**src/rtl/sort_seq_ctrl.sv**
```systemverilog
// ---------------------------------------------------------------------------
// sort_seq_ctrl
//   Sequential bubble-sort engine. A job of NUM_VALS unsigned SIZE-bit
//   elements is captured in IDLE, sorted in place with one compare-swap per
//   clock in SORT, and presented in descending order (element 0 = maximum)
//   in DONE until the consumer takes it.
//
// Parameters
//   NUM_VALS  elements per job (2..32)
//   SIZE      element width in bits
//
// Ports
//   clk        clock, rising edge
//   rst_n      asynchronous active-low reset
//   in_valid   in_data holds a job
//   in_ready   block can accept a job (IDLE only)
//   in_data    job, element k at [k*SIZE +: SIZE]
//   out_valid  out_data holds a sorted result (DONE only)
//   out_ready  consumer accepts out_data
//   out_data   internal array, element k at [k*SIZE +: SIZE]
//   busy       high while sorting
//
// Configuration
//   SORT_EARLY_EXIT_EN  when defined, a pass that performs no swap ends the
//                       sort at that pass's last compare. Undefined: the
//                       latency is always NUM_VALS*(NUM_VALS-1)/2 cycles.
// ---------------------------------------------------------------------------

// Single compare-swap cell: larger value goes to the lower index.
module sort_seq_cswap #(
   parameter int SIZE = 16
) (
   input  logic [SIZE-1:0] a,     // element j
   input  logic [SIZE-1:0] b,     // element j+1
   output logic [SIZE-1:0] hi,    // new element j
   output logic [SIZE-1:0] lo,    // new element j+1
   output logic            swap
);
   // Strict compare: equal elements stay where they are.
   assign swap = (a < b);
   assign hi   = swap ? b : a;
   assign lo   = swap ? a : b;
endmodule

module sort_seq_ctrl #(
   parameter int NUM_VALS = 5,
   parameter int SIZE     = 16
) (
   input  logic                     clk,
   input  logic                     rst_n,
   input  logic                     in_valid,
   output logic                     in_ready,
   input  logic [NUM_VALS*SIZE-1:0] in_data,
   output logic                     out_valid,
   input  logic                     out_ready,
   output logic [NUM_VALS*SIZE-1:0] out_data,
   output logic                     busy
);

   // Wide enough to hold NUM_VALS itself (pass bound starts there).
   localparam int BW = $clog2(NUM_VALS + 1);

   typedef enum logic [1:0] {IDLE, SORT, DONE} state_t;

   state_t                          state;
   logic [NUM_VALS-1:0][SIZE-1:0]   arr;
   logic [NUM_VALS-1:0][SIZE-1:0]   arr_nxt;
   logic [BW-1:0]                   b;       // current pass bound
   logic [BW-1:0]                   j;       // current compare index
   logic [SIZE-1:0]                 cur_a, cur_b, new_a, new_b;
   logic                            do_swap;
   logic                            last_cmp;
   logic                            fin;

`ifdef SORT_EARLY_EXIT_EN
   logic                            pass_swp;  // a swap happened earlier in this pass
`endif

   assign out_data = arr;

   // Select elements j and j+1 by decode rather than a variable index so the
   // index width never has to match the array depth.
   always_comb begin
      cur_a = '0;
      cur_b = '0;
      for (int i = 0; i < NUM_VALS; i++) begin
         if (j == BW'(i))           cur_a = arr[i];
         if (j + BW'(1) == BW'(i))  cur_b = arr[i];
      end
   end

   sort_seq_cswap #(.SIZE(SIZE)) u_cswap (
      .a    (cur_a),
      .b    (cur_b),
      .hi   (new_a),
      .lo   (new_b),
      .swap (do_swap)
   );

   always_comb begin
      arr_nxt = arr;
      for (int i = 0; i < NUM_VALS; i++) begin
         if (j == BW'(i))
            arr_nxt[i] = new_a;
         else if (j + BW'(1) == BW'(i))
            arr_nxt[i] = new_b;
      end
   end

   // Last compare of the pass: j has reached b-2.
   assign last_cmp = (j == b - BW'(2));

`ifdef SORT_EARLY_EXIT_EN
   // A clean pass means the array is already ordered.
   assign fin = last_cmp && ((b == BW'(2)) || !(pass_swp || do_swap));
`else
   assign fin = last_cmp && (b == BW'(2));
`endif

   always_ff @(posedge clk or negedge rst_n) begin
      if (!rst_n) begin
         state     <= IDLE;
         in_ready  <= 1'b1;
         out_valid <= 1'b0;
         busy      <= 1'b0;
         arr       <= '0;
         b         <= '0;
         j         <= '0;
`ifdef SORT_EARLY_EXIT_EN
         pass_swp  <= 1'b0;
`endif
      end else begin
         case (state)
            IDLE: begin
               if (in_valid && in_ready) begin
                  arr      <= in_data;
                  b        <= BW'(NUM_VALS);
                  j        <= '0;
                  state    <= SORT;
                  in_ready <= 1'b0;
                  busy     <= 1'b1;
`ifdef SORT_EARLY_EXIT_EN
                  pass_swp <= 1'b0;
`endif
               end
            end
            SORT: begin
               arr <= arr_nxt;
               if (fin) begin
                  state     <= DONE;
                  busy      <= 1'b0;
                  out_valid <= 1'b1;
               end else if (last_cmp) begin
                  b <= b - BW'(1);
                  j <= '0;
`ifdef SORT_EARLY_EXIT_EN
                  pass_swp <= 1'b0;
`endif
               end else begin
                  j <= j + BW'(1);
`ifdef SORT_EARLY_EXIT_EN
                  pass_swp <= pass_swp | do_swap;
`endif
               end
            end
            DONE: begin
               // Hold the result until taken; no accept on the same edge.
               if (out_ready) begin
                  state     <= IDLE;
                  out_valid <= 1'b0;
                  in_ready  <= 1'b1;
               end
            end
            default: begin
               state     <= IDLE;
               in_ready  <= 1'b1;
               out_valid <= 1'b0;
               busy      <= 1'b0;
            end
         endcase
      end
   end

endmodule

```
**config.mk**
```make
export PLATFORM = sky130hd
export DESIGN_NAME = sort_seq_ctrl
export DESIGN_NICKNAME = d
export VERILOG_FILES = /design/src/rtl/sort_seq_ctrl.sv
export SDC_FILE = /design/constraint.sdc
export NUM_CORES = 1
export LEC_CHECK = 0
export ABC_AREA = 1
export ABC_CLOCK_PERIOD_IN_PS = 3900
export BUFFER_PORTS_ARGS = -buffer_cell sky130_fd_sc_hd__buf_4
export CORE_MARGIN = 2
export CORE_UTILIZATION = 40
export CTS_BUF_LIST = sky130_fd_sc_hd__clkbuf_8
export DETAILED_ROUTE_END_ITERATION = 16
export HOLD_SLACK_MARGIN = 0.06
export SYNTH_ARGS = -nofsm -noshare
export SYNTH_HDL_FRONTEND = slang
export SYNTH_SLANG_ARGS = --single-unit
```
**constraint.sdc**
```tcl
create_clock -name clk -period 3.9 [get_ports clk]
set_clock_uncertainty 0.15 [all_clocks]
set_input_delay 0.78 -clock clk [delete_from_list [all_inputs] [get_ports clk]]
set_output_delay 0.78 -clock clk [all_outputs]
set_load 0.01 [all_outputs]
```
==> results of run 1 <==
critical path: cells and delay by family, from the launching register on:
family | cells | cell delay [ps]
compound gates | 4 | 760
simple gates | 6 | 710
buf+inv | 10 | 1430
fa+ha+maj | 2 | 400
flops | 1 | 400
path summary, 6_finish.rpt:
kind | end | slack [ps]
min in group clk | busy | 360
setup / recovery | out_data[20] | -50
hold / removal | out_data[73] | 310
max in group asynchronous | in_ready | 2430
hold reg to reg | busy | 360
setup reg to reg | out_data[20] | -50
registers in the layout, indices dropped and copies added (netlist names):
name / flops
busy: 1
j: 3
out_valid: 1
b: 3
state: 2
in_ready: 1
out_data: 80
routing by layer:
metal	GRT usage	vias up
li1	-	4600
met1	0.4248	4621
met2	0.5306	582
met3	0.03832	123
met4	0.2167	0
met5	0	-
kinds of logic (layout without fill, tap and decap cells):
group           count (synthesis)  after routing  share of synthesized area
xor+xnor                        3              3                   0.003382
simple gates                  598            598                     0.3386
compound gates                266            266                     0.1997
buf+inv                       251            504                     0.1280
flops                          91             91                     0.2932
fa+ha+maj                      23             23                    0.03704
cell usage in the layout, fill, tap and decap left out, types with 10 or more instances in the layout:
master / instances
inv_1: 169
nand2_4: 16
clkbuf_8: 10
dfrtp_1: 90
ha_1: 17
nand2_1: 233
buf_4: 275
nand3_1: 164
a21oi_2: 19
nor2_1: 58
nand2_2: 54
a21oi_1: 112
nand3_2: 45
a22oi_1: 14
o211ai_1: 46
buf_12: 17
o21ai_0: 40
through the flow:
stage | util | instance area, um2 | TNS (ps)
2_1_floorplan | - | 7772 | 0
5_1_grt | 0.6082 | 11490 | -15620
6_report | 0.6082 | 11490 | -570.6
3_3_place_gp | 0.5327 | 10060 | -6507
4_1_cts | 0.5472 | 10340 | -100.2
3_5_place_dp | 0.5327 | 10060 | -7353
repair_timing:
| item | in CTS | in global routing |
|---|---|---|
| gates cloned | 0 | 10 |
| setup buffers | 1 | 13 |
| resized for setup | 19 | 197 |
| pin swaps | 3 | 65 |
| endpoints found under the setup margin | 80 | 80 |
| hold buffers | 0 | 0 |
area by class of cell:
class,instances,share of cell area
Clock buffer,10,0.01198
Inverter,179,0.05923
Timing Repair Buffer,309,0.2350
Multi-Input combinational cell,890,0.4623
Clock inverter,6,0.004900
Tap cell,260,0.02831
Sequential cell,91,0.1983
==> flow_summary.yaml, run 1 <==
status:
  status: "complete, but fails checks"
  violations: "negative setup slack"
timing:
  fin_crit_ps: 3952
  drv_slew: 0
  slew_headroom: 0.3765
  fin_ws_ps: -51.62
  tightest_slew_ps: 931.8
  setup_viol: 24
  fmax_ghz: 0.2531
  whs_ps: 312.8
  rsz0062_at_grt: "yes"
  post-route-period-util: 1.013
  hold_violations: 0
yosys:
  synth_seq_cells: 91
  ys_types: 38
  synth_edf_count: 0
  synthArstFlopShare: 1.000
  synthTopCellsByCount: "nand2_1, nand3_1, inv_1"
  yosysSeqAreaShare: 0.2932
  yosysMostFrequentCell: "nand2_1"
  ys_warn_count: 0
  yosys-top-cells-area: "dfrtp_1, nand2_1, nand3_1, inv_1, a21oi_1"
  yosys.area.top_type: "dfrtp_1"
  synthesis.area_um2: 7770
  synthFlopType: "dfrtp_1"
  synth_cells: 1232
  syn_area_per_cell_um2: 6.307
  synth.top_cell.area_share: 0.2899
  synth_nets: 1339
critical_path:
  crit_type: "reg2reg"
  path_common_cell: "buf_4"
  crit_path_end_kind: "flip-flop"
  r2r_cells: 22
  slowest_stage: "dfrtp_1"
  startpoint: "j[0]"
  cp.required_ps: 4080
  cp_cell_sequence: "buf_4 > inv_2 > ha_4 > inv_2 > nor2_4 > clkinvlp_4 > buf_6 > buf_4 > nor3_2 > o221ai_1 > buf_4 > a31oi_4 > ha_1 > nand4_1 > buf_4 > o221a_4 > buf_4 > buf_12 > nand3_1 > nand3_1 > nand3_1 > a21oi_1"
  r2r_start: "j[0]"
  max_stage_delay_ps: 400
  arrival_ps: 4130
  worstPathMaxFanout: 9
  startpoint_type: "flip-flop"
grt:
  antenna_found_initial: 0
  gr-total-overflow: 0
  grtUsageTotal: 0.3322
  grt_pass1_vias: 9117
  grt_first_pass_wirelength_um: 51370
  grt_max_degree: 61
clock_network:
  tritoncts: "built"
  clock_path_buffers: 2
  htreeDepth: 3
  clk_pin_slew_ps: 110
  cts_buffers: 9
  insertion_delay_ps: 410
  cts-root-buf: "clkbuf_8"
  cts.sinks: 91
detailed_routing:
  ant_nets: 0
  dr_wl_met3_um: 2861
  wire_per_inst_um: 20.66
  via_per_inst: 5.688
  routed_wl_um: 36060
  drt_iter0_markers: 996
  wl_met2_um: 16450
  wl_met1_um: 14200
  num_vias: 9926
  drc: 0
  dr.max_layer_used: "met4"
  firstDrtPassIters: 6
layout:
  regArea_um2: 2278
  fill_cells: 1811
  areaGrowthSynthToFinish_pct: 47.89
  antenna_cells: 0
  final_cells: 1745
  drive_gt1_frac: 0.3407
  multi_input_area_um2: 5313
  fin_nets: 1587
floorplan:
  pin_count: 167
  coreArea_um2: 18890
  row_count: 50
  start_util: 0.4113
  die_h_um: 143.4
  die_area_um2: 20560
  die_x_um: 143.4
placement:
  dp_hpwl_um: 25400
  numPortBuffers: 166
  routabilityCongestion: 0.9543
  dp.cells: 1705
  place_ws_ps: -180.6
flow_run:
  cap_violations: 0
hold_path:
  min_path_type: "in2async"
Power of run 1 is not shown: default switching activity piles up to over one toggle a cycle in this logic, so the estimate is an artifact.
==> inputs of run 2 (changes only) <==
- CORE_ASPECT_RATIO: default -> 1.4
- GPL_TIMING_DRIVEN: default -> 0
- RECOVER_POWER: default -> 50
==> flow_summary.yaml, run 2 (synthesis results as in run 1) <==
critical_path:
  crit_type: "reg2reg"
  r2r_start: "j[1]"
  slowest_stage: "dfrtp_2"
  cp_cell_sequence: "inv_4 > ha_4 > inv_4 > nor2_4 > inv_1 > clkbuf_2 > o211ai_1 > o211ai_1 > a31oi_2 > ha_4 > nand2_2 > nor2_1 > a211oi_2 > o221a_4 > buf_8 > clkbuf_16 > nand3_2 > nand3_1 > nand3_2 > a21oi_2"
  startpoint: "j[1]"
  worstPathMaxFanout: 10
  max_stage_delay_ps: 490
  critPathTopFamily: "compound AO/OA/AOI/OAI gates"
  cp.required_ps: 4100
  cp_num_buf_inv: 6
  startpoint_type: "flip-flop"
  crit_path_end_kind: "flip-flop"
  arrival_ps: 4140
detailed_routing:
  firstDrtPassIters: 5
  wire_per_inst_um: 22.83
  via_per_inst: 5.820
  num_vias: 9947
  drc: 0
  routed_wl_um: 39020
  drt_iter0_markers: 1143
  ant_nets: 0
layout:
  largest_reg_flops: 80
  layout_commonest_cell: "nand2_1"
  antenna_cells: 0
  areaGrowthSynthToFinish_pct: 44.19
  drive_gt1_frac: 0.3224
  fin_nets: 1563
  fill_cells: 1926
  final_cell_mix: "nand2_1, buf_4, nand3_1"
  final_cells: 1709
clock_network:
  cts-root-buf: "clkbuf_8"
  insertion_delay_ps: 410
  htreeDepth: 3
  cts_hold_buf: 0
  cts_buffers: 9
  clk_pin_slew_ps: 120
  tritoncts: "built"
  clock_path_buffers: 2
  cts.sinks: 91
timing:
  slew_headroom: -0.5471
  tightest_slew_ps: 2321
  drv_slew: 37
  setup_viol: 22
  tns_ps: -372.9
  rsz0062_at_grt: "yes"
  fin_crit_ps: 3937
  post-route-period-util: 1.009
  fin_ws_ps: -36.91
  fmax_ghz: 0.2540
  hold_violations: 0
grt:
  grt_pass1_vias: 9274
  grt_first_pass_wirelength_um: 56130
  gr-total-overflow: 0
  grtUsageTotal: 0.3701
  antenna_found_initial: 0
  grt_max_degree: 92
hold_path:
  hold_path_startpoint: "busy"
  min_path_type: "reg2reg"
floorplan:
  row_count: 60
  coreArea_um2: 19140
  die_h_um: 168.9
  die_x_um: 121.8
  start_util: 0.4059
  pin_count: 167
  die_area_um2: 20570
placement:
  numPortBuffers: 166
  routabilityCongestion: 1.017
  place_ws_ps: -1108
  dp.cells: 1646
  dp_hpwl_um: 29170
status:
  status: "complete, but fails checks"
  violations: "max-capacitance violations, max-slew violations, negative setup slack"
flow_run:
  cap_violations: 1
[run 2: cell count changes in the layout (fill, tap and decap cells not counted), sizes merged]
| cell | delta |
|---|---|
| clkinvlp | +2 |
| buf | -68 |
| clkbuf | +43 |
| inv | -1 |
[run 2: per-layer routing]
layer,GRT usage,wire length (um),up-vias
met1,0.4712,15270,4720
li1,-,-,4534
met5,0,0,-
met2,0.6199,18830,573
met4,0.1604,1804,0
met3,0.05290,3109,120
[run 2: final timing paths]
path	endpoint	slack, ps	depth (start not counted)
max in group asynchronous	out_data[63]	1360	1
max	out_data[69]	-40	20
min	busy	350	2
min in group asynchronous	out_data[2]	900	1
min reg2reg	busy	350	2
max reg2reg	out_data[69]	-40	20
[run 2: final cells by class]
| class | count | area, um2 | area share |
|---|---|---|---|
| Multi-Input combinational cell | 890 | 5492 | 0.4902 |
| Timing Repair Buffer | 215 | 1685 | 0.1504 |
| Clock buffer | 9 | 123.9 | 0.01106 |
| Buffer | 70 | 549.3 | 0.04903 |
| Sequential cell | 91 | 2282 | 0.2037 |
| Tap cell | 248 | 310.3 | 0.02770 |
| Inverter | 179 | 700.7 | 0.06254 |
| Clock inverter | 7 | 60.06 | 0.005361 |
[run 2: through the flow]
stage	util	hold slack, ps	area [um2]
floorplan	-	334.4	7772
global placement	0.4873	329.6	9329
detailed placement	0.4873	327.9	9329
CTS	0.5562	355.4	10650
global route	0.5852	388.3	11200
finish	0.5852	347.7	11200
[run 2: tightest hold or removal path, stage by stage (launching register included)]
cell and delay [ps]:
dfrtp_1 360, a21oi_1 70, inv_1 40
[run 2: repair_timing]
item / 4_1_cts / 5_1_grt
pin swaps: 49 / 47
buffers inserted: 26 / 18
gates resized for setup: 227 / 95
endpoints found under the setup margin: 80 / 80
gates cloned: 2 / 2
Power of run 2 is left out for the same reason.
==> inputs of run 3 (changes only) <==
- ABC_CLOCK_PERIOD_IN_PS: 3900 -> 4550
- clock period: 3.9 -> 4.55 ns (I/O delays scaled with it)
==> flow_summary.yaml, run 3 (synthesis results as in run 1) <==
critical_path:
  path_common_cell: "nand2_1"
  max_stage_delay_ps: 460
  r2r_slack_ps: 200
  critPathTopFamily: "buffers and inverters"
  r2r-end: "out_data[46]"
  arrival_ps: 4560
  crit_path_end_kind: "flip-flop"
  r2r_start: "j[1]"
  cp.required_ps: 4760
  cp.depth: 21
  cp_num_buf_inv: 6
  r2r_cells: 21
  crit_type: "reg2reg"
  cp_cell_sequence: "ha_1 > ha_1 > inv_1 > clkbuf_2 > o211ai_1 > a22oi_1 > inv_1 > ha_1 > a21oi_1 > nor2_1 > a211oi_1 > nand2_1 > nand2_2 > buf_6 > buf_6 > nand3_2 > nand2_1 > nand2_1 > nand3_1 > nand2_1 > inv_1"
  slowest_stage: "dfrtp_1"
  startpoint_type: "flip-flop"
  worstPathMaxFanout: 11
floorplan:
  row_count: 60
  die_h_um: 168.9
  die_x_um: 121.8
  coreArea_um2: 19140
  pin_count: 167
  start_util: 0.4059
  die_area_um2: 20570
detailed_routing:
  wl_met1_um: 14900
  drt_iter0_markers: 874
  firstDrtPassIters: 6
  num_vias: 9563
  ant_nets: 0
  dr_wl_met3_um: 2666
  via_per_inst: 5.737
  routed_wl_um: 36790
  drc: 0
  dr.max_layer_used: "met4"
  wl_met2_um: 17960
  wire_per_inst_um: 22.07
timing:
  rsz0062_at_grt: "no"
  slew_headroom: -0.6554
  drv_slew: 92
  post-route-period-util: 0.9565
  fin_crit_ps: 4352
  setup_viol: 0
  hold_violations: 0
  whs_ps: 347.5
  tightest_slew_ps: 2483
  fmax_ghz: 0.2298
placement:
  routabilityCongestion: 0.9645
  numPortBuffers: 166
  dp.cells: 1646
  dp_hpwl_um: 28890
  place_area_um2: 9326
grt:
  gr-total-overflow: 0
  grt_pass1_vias: 9133
  grt_max_degree: 92
  grtUsageTotal: 0.3562
  grt_first_pass_wirelength_um: 54280
  antenna_found_initial: 1
layout:
  areaGrowthSynthToFinish_pct: 23.74
  largest_reg_flops: 80
  fin_util: 0.5022
  drive_gt1_frac: 0.1677
  final_cells: 1667
  fin_nets: 1521
  antenna_cells: 0
  fill_cells: 2085
  multi_input_area_um2: 4592
  design_area_um2: 9614
  regArea_um2: 2280
  final_cell_mix: "nand2_1, nand3_1, inv_1"
  layout_commonest_cell: "nand2_1"
clock_network:
  cts.sinks: 91
  cts_buffers: 9
  htreeDepth: 3
  tritoncts: "built"
  insertion_delay_ps: 410
  cts_hold_buf: 0
  cts-root-buf: "clkbuf_8"
  clock_path_buffers: 2
  clk_pin_slew_ps: 110
status:
  status: "complete, but fails checks"
  violations: "max-capacitance violations, max-slew violations"
flow_run:
  cap_violations: 1
hold_path:
  hold_path_startpoint: "busy"
  min_path_type: "reg2reg"
  whs_path_depth: 2
  worst_hold_path.endpoint: "busy"
-- run 3: worst reg2reg max path, cell delays in order, from the launching register on --
cell      delay (ps)
dfrtp_1          460
ha_1             210
ha_1             320
inv_1            410
clkbuf_2         350
o211ai_1         160
a22oi_1          240
inv_1            130
ha_1             320
a21oi_1          130
nor2_1            50
a211oi_1         160
nand2_1          140
nand2_2          110
buf_6            140
buf_6            180
nand3_2          110
nand2_1          240
nand2_1          100
nand3_1          100
nand2_1           50
inv_1             50
-- run 3: worst max path at each step --
stage	start	endpoint	slack [ps]
6_report	j[1]	out_data[46]	200
4_1_cts	j[1]	out_data[53]	10
2_1_floorplan	j[0]	out_data[7]	590
5_1_grt	j[0]	out_data[63]	4
3_3_place_gp	j[1]	out_data[53]	-680
3_5_place_dp	j[1]	out_data[53]	-720
-- run 3: stage by stage --
step,worst slack (ps),setup TNS [ps]
finish,198.0,0
global placement,-677.5,-26460
CTS,13.67,0
floorplan,593.4,0
global route,3.826,0
detailed placement,-721.0,-29110
-- run 3: layer usage --
layer  up-vias  GRT usage
li1       4443          -
met1      4552     0.4497
met3        86    0.05728
met2       482     0.6041
met5         -          0
met4         0     0.1379
-- run 3: timing repair --
item,in CTS,in global routing
endpoints found under the setup margin,80,79
pin swaps,1,1
gates resized for setup,19,45
setup buffers,1,5
-- run 3: layout make-up --
class | instances | area share
repair buffers | 172 | 0.1192
well taps | 248 | 0.03227
plain buffers | 71 | 0.03813
clock buffers | 9 | 0.01288
clock inverters | 7 | 0.01210
inverters | 179 | 0.07067
multi-input cells | 890 | 0.4776
flip-flops and latches | 91 | 0.2371
Power of run 3 is left out for the same reason.
